$ cat src/rtl/conv4_window_feeder.sv
// Sequencer for the 4x4 FP16 convolution unit: loads four kernel rows, then sweeps the image in
// vertical strips one row group per cycle. Define CONV_FEED_ZERO_PAD_EN for a PADDING-wide zero border.
module conv4_feed_lane #(
  parameter int DATA_WIDTH = 16
) (
  input  logic                  lane_ok_i,
  input  logic [DATA_WIDTH-1:0] raw_i,
  output logic [DATA_WIDTH-1:0] data_o
);
  assign data_o = lane_ok_i ? raw_i : '0;
endmodule

module conv4_window_feeder #(
  parameter int DATA_WIDTH  = 16,
  parameter int KERNEL_SIZE = 4,
  parameter int IMG_H       = 32,
  parameter int IMG_W       = 32,
  parameter int PADDING     = 1
) (
  input  logic                          clk,
  input  logic                          rst,
  input  logic                          start,
  output logic                          busy,
  output logic                          done,
  output logic                          mem_rd_en,
  output logic                          mem_kernel_sel,
  output logic [$clog2(IMG_H):0]        mem_row,
  output logic signed [$clog2(IMG_W):0] mem_col,
  input  logic [4*DATA_WIDTH-1:0]       mem_rd_data,
  output logic [DATA_WIDTH-1:0]         data_in0,
  output logic [DATA_WIDTH-1:0]         data_in1,
  output logic [DATA_WIDTH-1:0]         data_in2,
  output logic [DATA_WIDTH-1:0]         data_in3,
  output logic                          valid_in,
  output logic                          kernel_load,
  output logic                          valid_out,
  output logic [7:0]                    win_row,
  output logic [7:0]                    win_col
);
  localparam int NL = 4;
  localparam int RW = $clog2(IMG_H) + 1;
  localparam int CW = $clog2(IMG_W) + 1;
`ifdef CONV_FEED_ZERO_PAD_EN
  localparam int P = PADDING;
`else
  localparam int P = 0 * PADDING;  // border compiled out
`endif
  localparam logic signed [15:0] RMIN  = 16'(-P);
  localparam logic signed [15:0] RMAX  = 16'(IMG_H + P - 1);
  localparam logic signed [15:0] CMAX  = 16'(IMG_W + P - KERNEL_SIZE);
  localparam logic signed [15:0] RDONE = 16'(KERNEL_SIZE - 1 - P);

  typedef enum logic [1:0] {IDLE, KLOAD, STREAM, DRAIN} state_e;

  state_e                        state_q;
  logic [1:0]                    kcnt_q;
  logic signed [15:0]            r_q, c_q;
  logic                          slot_q;
  logic [3:0]                    vld_pipe;
  logic [3:0][7:0]               wr_pipe, wc_pipe;
  logic                          img_rd;
  logic [NL-1:0]                 lane_ok;
  logic [NL-1:0][DATA_WIDTH-1:0] lane_data;

`ifdef CONV_FEED_ZERO_PAD_EN
  localparam logic signed [15:0] H_S = 16'(IMG_H);
  localparam logic signed [15:0] W_S = 16'(IMG_W);
  logic [NL-1:0]      slot_mask, mask_s_q, lane_ok_q;
  logic signed [15:0] lane_col;

  always_comb begin
    img_rd    = (r_q >= 16'sd0) && (r_q < H_S);
    slot_mask = '0;
    lane_col  = c_q;
    for (int l = 0; l < NL; l++) begin
      lane_col     = c_q + 16'(l);
      slot_mask[l] = img_rd && (lane_col >= 16'sd0) && (lane_col < W_S);
    end
    if (state_q == KLOAD) slot_mask = '1;
  end

  // Mask follows the slot by one cycle so it lines up with the returning read data.
  always_ff @(posedge clk) begin
    if (rst) begin
      mask_s_q  <= '0;
      lane_ok_q <= '0;
    end else begin
      mask_s_q  <= slot_mask;
      lane_ok_q <= slot_q ? mask_s_q : '0;
    end
  end
  assign lane_ok = lane_ok_q;
`else
  assign img_rd  = 1'b1;
  assign lane_ok = {NL{valid_in}};
`endif

  for (genvar l = 0; l < NL; l++) begin : g_lane
    conv4_feed_lane #(.DATA_WIDTH(DATA_WIDTH)) u_lane (
      .lane_ok_i (lane_ok[l]),
      .raw_i     (mem_rd_data[l*DATA_WIDTH +: DATA_WIDTH]),
      .data_o    (lane_data[l])
    );
  end

  assign data_in0  = lane_data[0];
  assign data_in1  = lane_data[1];
  assign data_in2  = lane_data[2];
  assign data_in3  = lane_data[3];
  assign valid_out = vld_pipe[3];
  assign win_row   = wr_pipe[3];
  assign win_col   = wc_pipe[3];

  always_ff @(posedge clk) begin
    if (rst) begin
      state_q        <= IDLE;
      kcnt_q         <= '0;
      r_q            <= '0;
      c_q            <= '0;
      busy           <= 1'b0;
      done           <= 1'b0;
      slot_q         <= 1'b0;
      mem_rd_en      <= 1'b0;
      mem_kernel_sel <= 1'b0;
      mem_row        <= '0;
      mem_col        <= '0;
      valid_in       <= 1'b0;
      kernel_load    <= 1'b0;
      vld_pipe       <= '0;
      wr_pipe        <= '0;
      wc_pipe        <= '0;
    end else begin
      slot_q      <= 1'b0;
      mem_rd_en   <= 1'b0;
      done        <= 1'b0;
      valid_in    <= slot_q;
      kernel_load <= slot_q & mem_kernel_sel;
      vld_pipe    <= {vld_pipe[2:0], 1'b0};
      wr_pipe     <= {wr_pipe[2:0], 8'd0};
      wc_pipe     <= {wc_pipe[2:0], 8'd0};
      case (state_q)
        IDLE: if (start) begin
          state_q <= KLOAD;
          busy    <= 1'b1;
          kcnt_q  <= '0;
        end
        KLOAD: begin
          slot_q         <= 1'b1;
          mem_rd_en      <= 1'b1;
          mem_kernel_sel <= 1'b1;
          mem_row        <= RW'(kcnt_q);
          mem_col        <= '0;
          kcnt_q         <= kcnt_q + 2'd1;
          if (kcnt_q == 2'd3) begin
            state_q <= STREAM;
            r_q     <= RMIN;
            c_q     <= RMIN;
          end
        end
        STREAM: begin
          slot_q         <= 1'b1;
          mem_rd_en      <= img_rd;
          mem_kernel_sel <= 1'b0;
          mem_row        <= r_q[RW-1:0];
          mem_col        <= c_q[CW-1:0];
          vld_pipe[0]    <= (r_q >= RDONE);
          wr_pipe[0]     <= 8'(r_q - RDONE);
          wc_pipe[0]     <= 8'(c_q - RMIN);
          if (r_q == RMAX) begin
            r_q <= RMIN;
            if (c_q == CMAX) state_q <= DRAIN;
            else             c_q     <= c_q + 16'sd1;
          end else begin
            r_q <= r_q + 16'sd1;
          end
        end
        DRAIN: if (!slot_q && !valid_in && !vld_pipe[2]) begin
          // Last capture pulse is on valid_out this cycle; done lands right after it.
          done    <= 1'b1;
          busy    <= 1'b0;
          state_q <= IDLE;
        end
        default: state_q <= IDLE;
      endcase
    end
  end
endmodule

$ cat config.mk
export PLATFORM = sky130hd
export DESIGN_NAME = conv4_window_feeder
export DESIGN_NICKNAME = d
export VERILOG_FILES = /design/src/rtl/conv4_window_feeder.sv
export SDC_FILE = /design/constraint.sdc
export NUM_CORES = 1
export LEC_CHECK = 0
export CORE_UTILIZATION = 45
export DETAILED_ROUTE_END_ITERATION = 8
export PLACE_DENSITY = 0.87
export SLEW_MARGIN = 15
export SYNTH_ARGS = -nofsm -noshare
export SYNTH_HDL_FRONTEND = slang
export SYNTH_HIERARCHICAL = 1
export SYNTH_SLANG_ARGS = --single-unit
$ cat constraint.sdc
create_clock -name clk -period 3.89 [get_ports clk]
set_input_delay 0.5835 -clock clk [delete_from_list [all_inputs] [get_ports clk]]
set_output_delay 0.5835 -clock clk [all_outputs]
set_load 0.1 [all_outputs]
==> impl_metrics.py <==
metrics = {
    "clock_tree": {
        "ctsResizeCount": 0,
        "clkLatencyLatePin_ns": 0.41,
        "clk_path_buf_depth": 2,
        "cts_buffers": 17,
        "cts-root-buf": "clkbuf_16",
        "htree_levels": 4,
        "hold_buffers": 0,
        "cts_tree": "done",
        "cts.sinks": 122,
        "cts_setup_buffers": 0,
        "clk_pin_slew_ns": 0.06,
    },
    "sta": {
        "worst_pin_slew_ns": 1.02,
        "worst_hold_slack_ns": 0.432,
        "finalHoldViolCount": 0,
        "slew_violations": 0,
        "tns_ns": 0,
        "fin_crit_ns": 2.72,
        "finalWorstSetupSlack_ns": 1.17,
        "skew_ns": 0.00802,
        "rsz0062_at_grt": "no",
        "slew_headroom": 0.317,
        "layout_worst_path_cycle_share": 0.698,
        "setup_viol": 0,
        "max_freq_mhz": 368,
    },
    "setup_path": {
        "r2r_slack_ns": 1.17,
        "path_class": "flop to flop",
        "critPathCaptureType": "flop",
        "required_ns": 4.17,
        "rr_worst_depth": 8,
        "endpoint": "r_q[11]",
        "r2r-end": "r_q[11]",
        "startpoint_type": "flop",
        "startpoint": "state_q[0]",
        "arrival_ns": 3.00,
        "critical_path_peak_fanout": 18,
        "r2r-start": "state_q[0]",
    },
    "floorplan": {
        "coreArea_um2": 11100,
        "rows": 38,
        "dieArea_um2": 12000,
        "die_width_um": 110,
        "io_pins": 166,
        "dieHeight_um": 110,
        "initial_core_util": 0.471,
    },
    "yosys": {
        "ys_ff_latch": 122,
        "synth_nets": 630,
        "avgSynthCellArea_um2": 9.41,
        "synth-main-ff-cell": "dfxtp_1",
        "yosys-top-cells-area": "dfxtp_1, and2_2, nor2b_1, and2_1, nor2_1",
        "synth_top_area_share": 0.468,
        "yosysTopAreaCell": "dfxtp_1",
        "synth_edf_count": 0,
        "syn_inst": 555,
        "syn_area_um2": 5220,
        "yosysSeqAreaShare": 0.468,
        "yosys_warnings": 6,
        "async_reset_ff_frac": 0,
        "ys_types": 58,
    },
    "job": {
        "cap_violations": 0,
    },
    "power_and_ir_drop": {
        "switchingPower_mw": 1.85,
        "swShare": 0.412,
        "ir_worst_vdd_mv": 0.490,
        "pwr-share-comb": 0.364,
        "leakagePower_nw": 2.88,
        "power_frac_seq": 0.303,
        "power_mw": 4.50,
        "power_density_nw_per_um2": 630,
        "p_int_mw": 2.65,
        "power.share.clock": 0.333,
    },
    "routing": {
        "num_vias": 4357,
        "first_pass_iters": 4,
        "drt_iter0_markers": 309,
        "drt-total-wl_um": 12900,
        "antenna_left": 0,
        "vias_per_cell": 5.13,
        "drt_drc_violations_left": 0,
        "wire_per_inst_um": 15.1,
    },
    "outcome": {
        "status": "finished clean",
    },
    "final_layout": {
        "fillers": 856,
        "drive_gt1_frac": 0.231,
        "fin_nets": 772,
        "syn_to_final_growth_pct": 36.9,
        "diodes": 0,
    },
    "grt": {
        "gr-total-overflow": 0,
        "grt_antenna_before_repair": 0,
        "track_usage": 0.224,
        "grt_first_pass_wirelength_um": 20400,
        "grt_pass1_vias": 4208,
        "grt_start_max_net_pins": 75,
    },
    "min_path": {
        "hp-class": "flop to flop",
    },
    "placement": {
        "gp_congestion": 0.893,
        "dp_hpwl_um": 9210,
        "dp_worst_setup_slack_ns": 1.25,
        "numPortBuffers": 165,
    },
}
## cells in the mapped netlist, types with 4 or more instances
master / count
nand2_1: 27
nor2b_1: 54
a21oi_1: 20
nand4_1: 12
buf_6: 10
nand3_1: 25
o21ai_0: 11
xnor2_1: 9
nand2b_1: 12
xor2_1: 12
inv_1: 8
a31oi_1: 7
or4_1: 4
and2_2: 48
nor4_1: 5
and2_1: 27
buf_4: 16
a211oi_1: 5
clkbuf_1: 15
and3_1: 5
nor3_1: 7
dfxtp_1: 122
nor2_1: 41
ha_1: 8
## cell families after synthesis
kind of cell	count (synthesis)	synth area share
multiplexers	4	0.00791
flip-flops	122	0.468
AND/OR/NAND/NOR	283	0.322
buffers and inverters	54	0.0705
adder cells (fa/ha/maj)	8	0.0192
AO/OA/AOI/OAI	63	0.0779
XOR/XNOR	21	0.0352
## cells in the final DEF (no fill, tap or decap), types with 17 or more instances in the layout
| master | Yosys | final |
|---|---|---|
| and2_1 | 27 | 27 |
| dfxtp_1 | 122 | 122 |
| nand2_1 | 27 | 27 |
| and2_2 | 48 | 48 |
| nand3_1 | 25 | 25 |
| a21oi_1 | 20 | 20 |
| nor2_1 | 41 | 41 |
| nor2b_1 | 54 | 54 |
| clkbuf_16 | 0 | 17 |
| buf_4 | 16 | 69 |
| clkdlybuf4s50_1 | 0 | 99 |
## state kept, by name, summed over array words and instances, names as in the netlist, 2 cells and up
signal	count
kcnt_q	2
mem_col	6
win_col	8
r_q	16
wr_pipe	24
wc_pipe	24
win_row	8
vld_pipe	4
c_q	16
mem_row	6
state_q	2
## through the flow
| step | cells | util | area, µm² |
|---|---|---|---|
| 2_1_floorplan | 555 | - | 5220 |
| 5_1_grt | 850 | 0.645 | 7150 |
| 4_1_cts | 850 | 0.645 | 7150 |
| 3_3_place_gp | 818 | 0.593 | 6570 |
| 3_5_place_dp | 818 | 0.593 | 6570 |
| 6_report | 850 | 0.645 | 7150 |
## worst min-delay path by stage
stage	from	to	slack [ns]	depth (start not counted)
2_1_floorplan	vld_pipe[0]	vld_pipe[1]	0.41	1
3_3_place_gp	wc_pipe[12]	wc_pipe[20]	0.42	1
3_5_place_dp	wr_pipe[20]	win_row[4]	0.42	1
4_1_cts	wr_pipe[11]	wr_pipe[19]	0.43	1
5_1_grt	wr_pipe[11]	wr_pipe[19]	0.45	1
6_report	wr_pipe[20]	win_row[4]	0.43	1
## worst max-delay path: stages, from the launching register on
cell and delay (ns):
dfxtp_1 0.33, inv_1 0.10, ha_1 0.36, buf_4 0.30
mux2i_1 0.31, nor4_1 0.77, nand3_1 0.18, xor2_1 0.18
nor2_1 0.05
## per-layer routing
layer	GRT usage	share of wire	vias up
met4	0.0981	0.024	0
met5	0	0	-
met2	0.392	0.50	185
met1	0.248	0.40	2009
met3	0.0735	0.073	33
li1	-	-	2130
## cell type report
| class | count | area [µm²] | area share |
|---|---|---|---|
| sequential | 122 | 2440 | 0.342 |
| timing repair buffer | 169 | 1510 | 0.212 |
| clock buffer | 18 | 439 | 0.0614 |
| tap | 140 | 175 | 0.0245 |
| inverter | 8 | 30.0 | 0.00420 |
| clock inverter | 14 | 138 | 0.0193 |
| multi-input combinational | 379 | 2410 | 0.337 |
## power groups by stage
stage	combinational [mW]	clock, mW	sequential (mW)
after floorplan	1.10	0	1.57
after global placement	1.60	0	1.39
after detailed placement	1.63	0	1.39
after CTS	1.63	1.52	1.37
after global routing	1.72	1.59	1.38
final	1.64	1.50	1.37
Power figures use the tool's default switching activity.
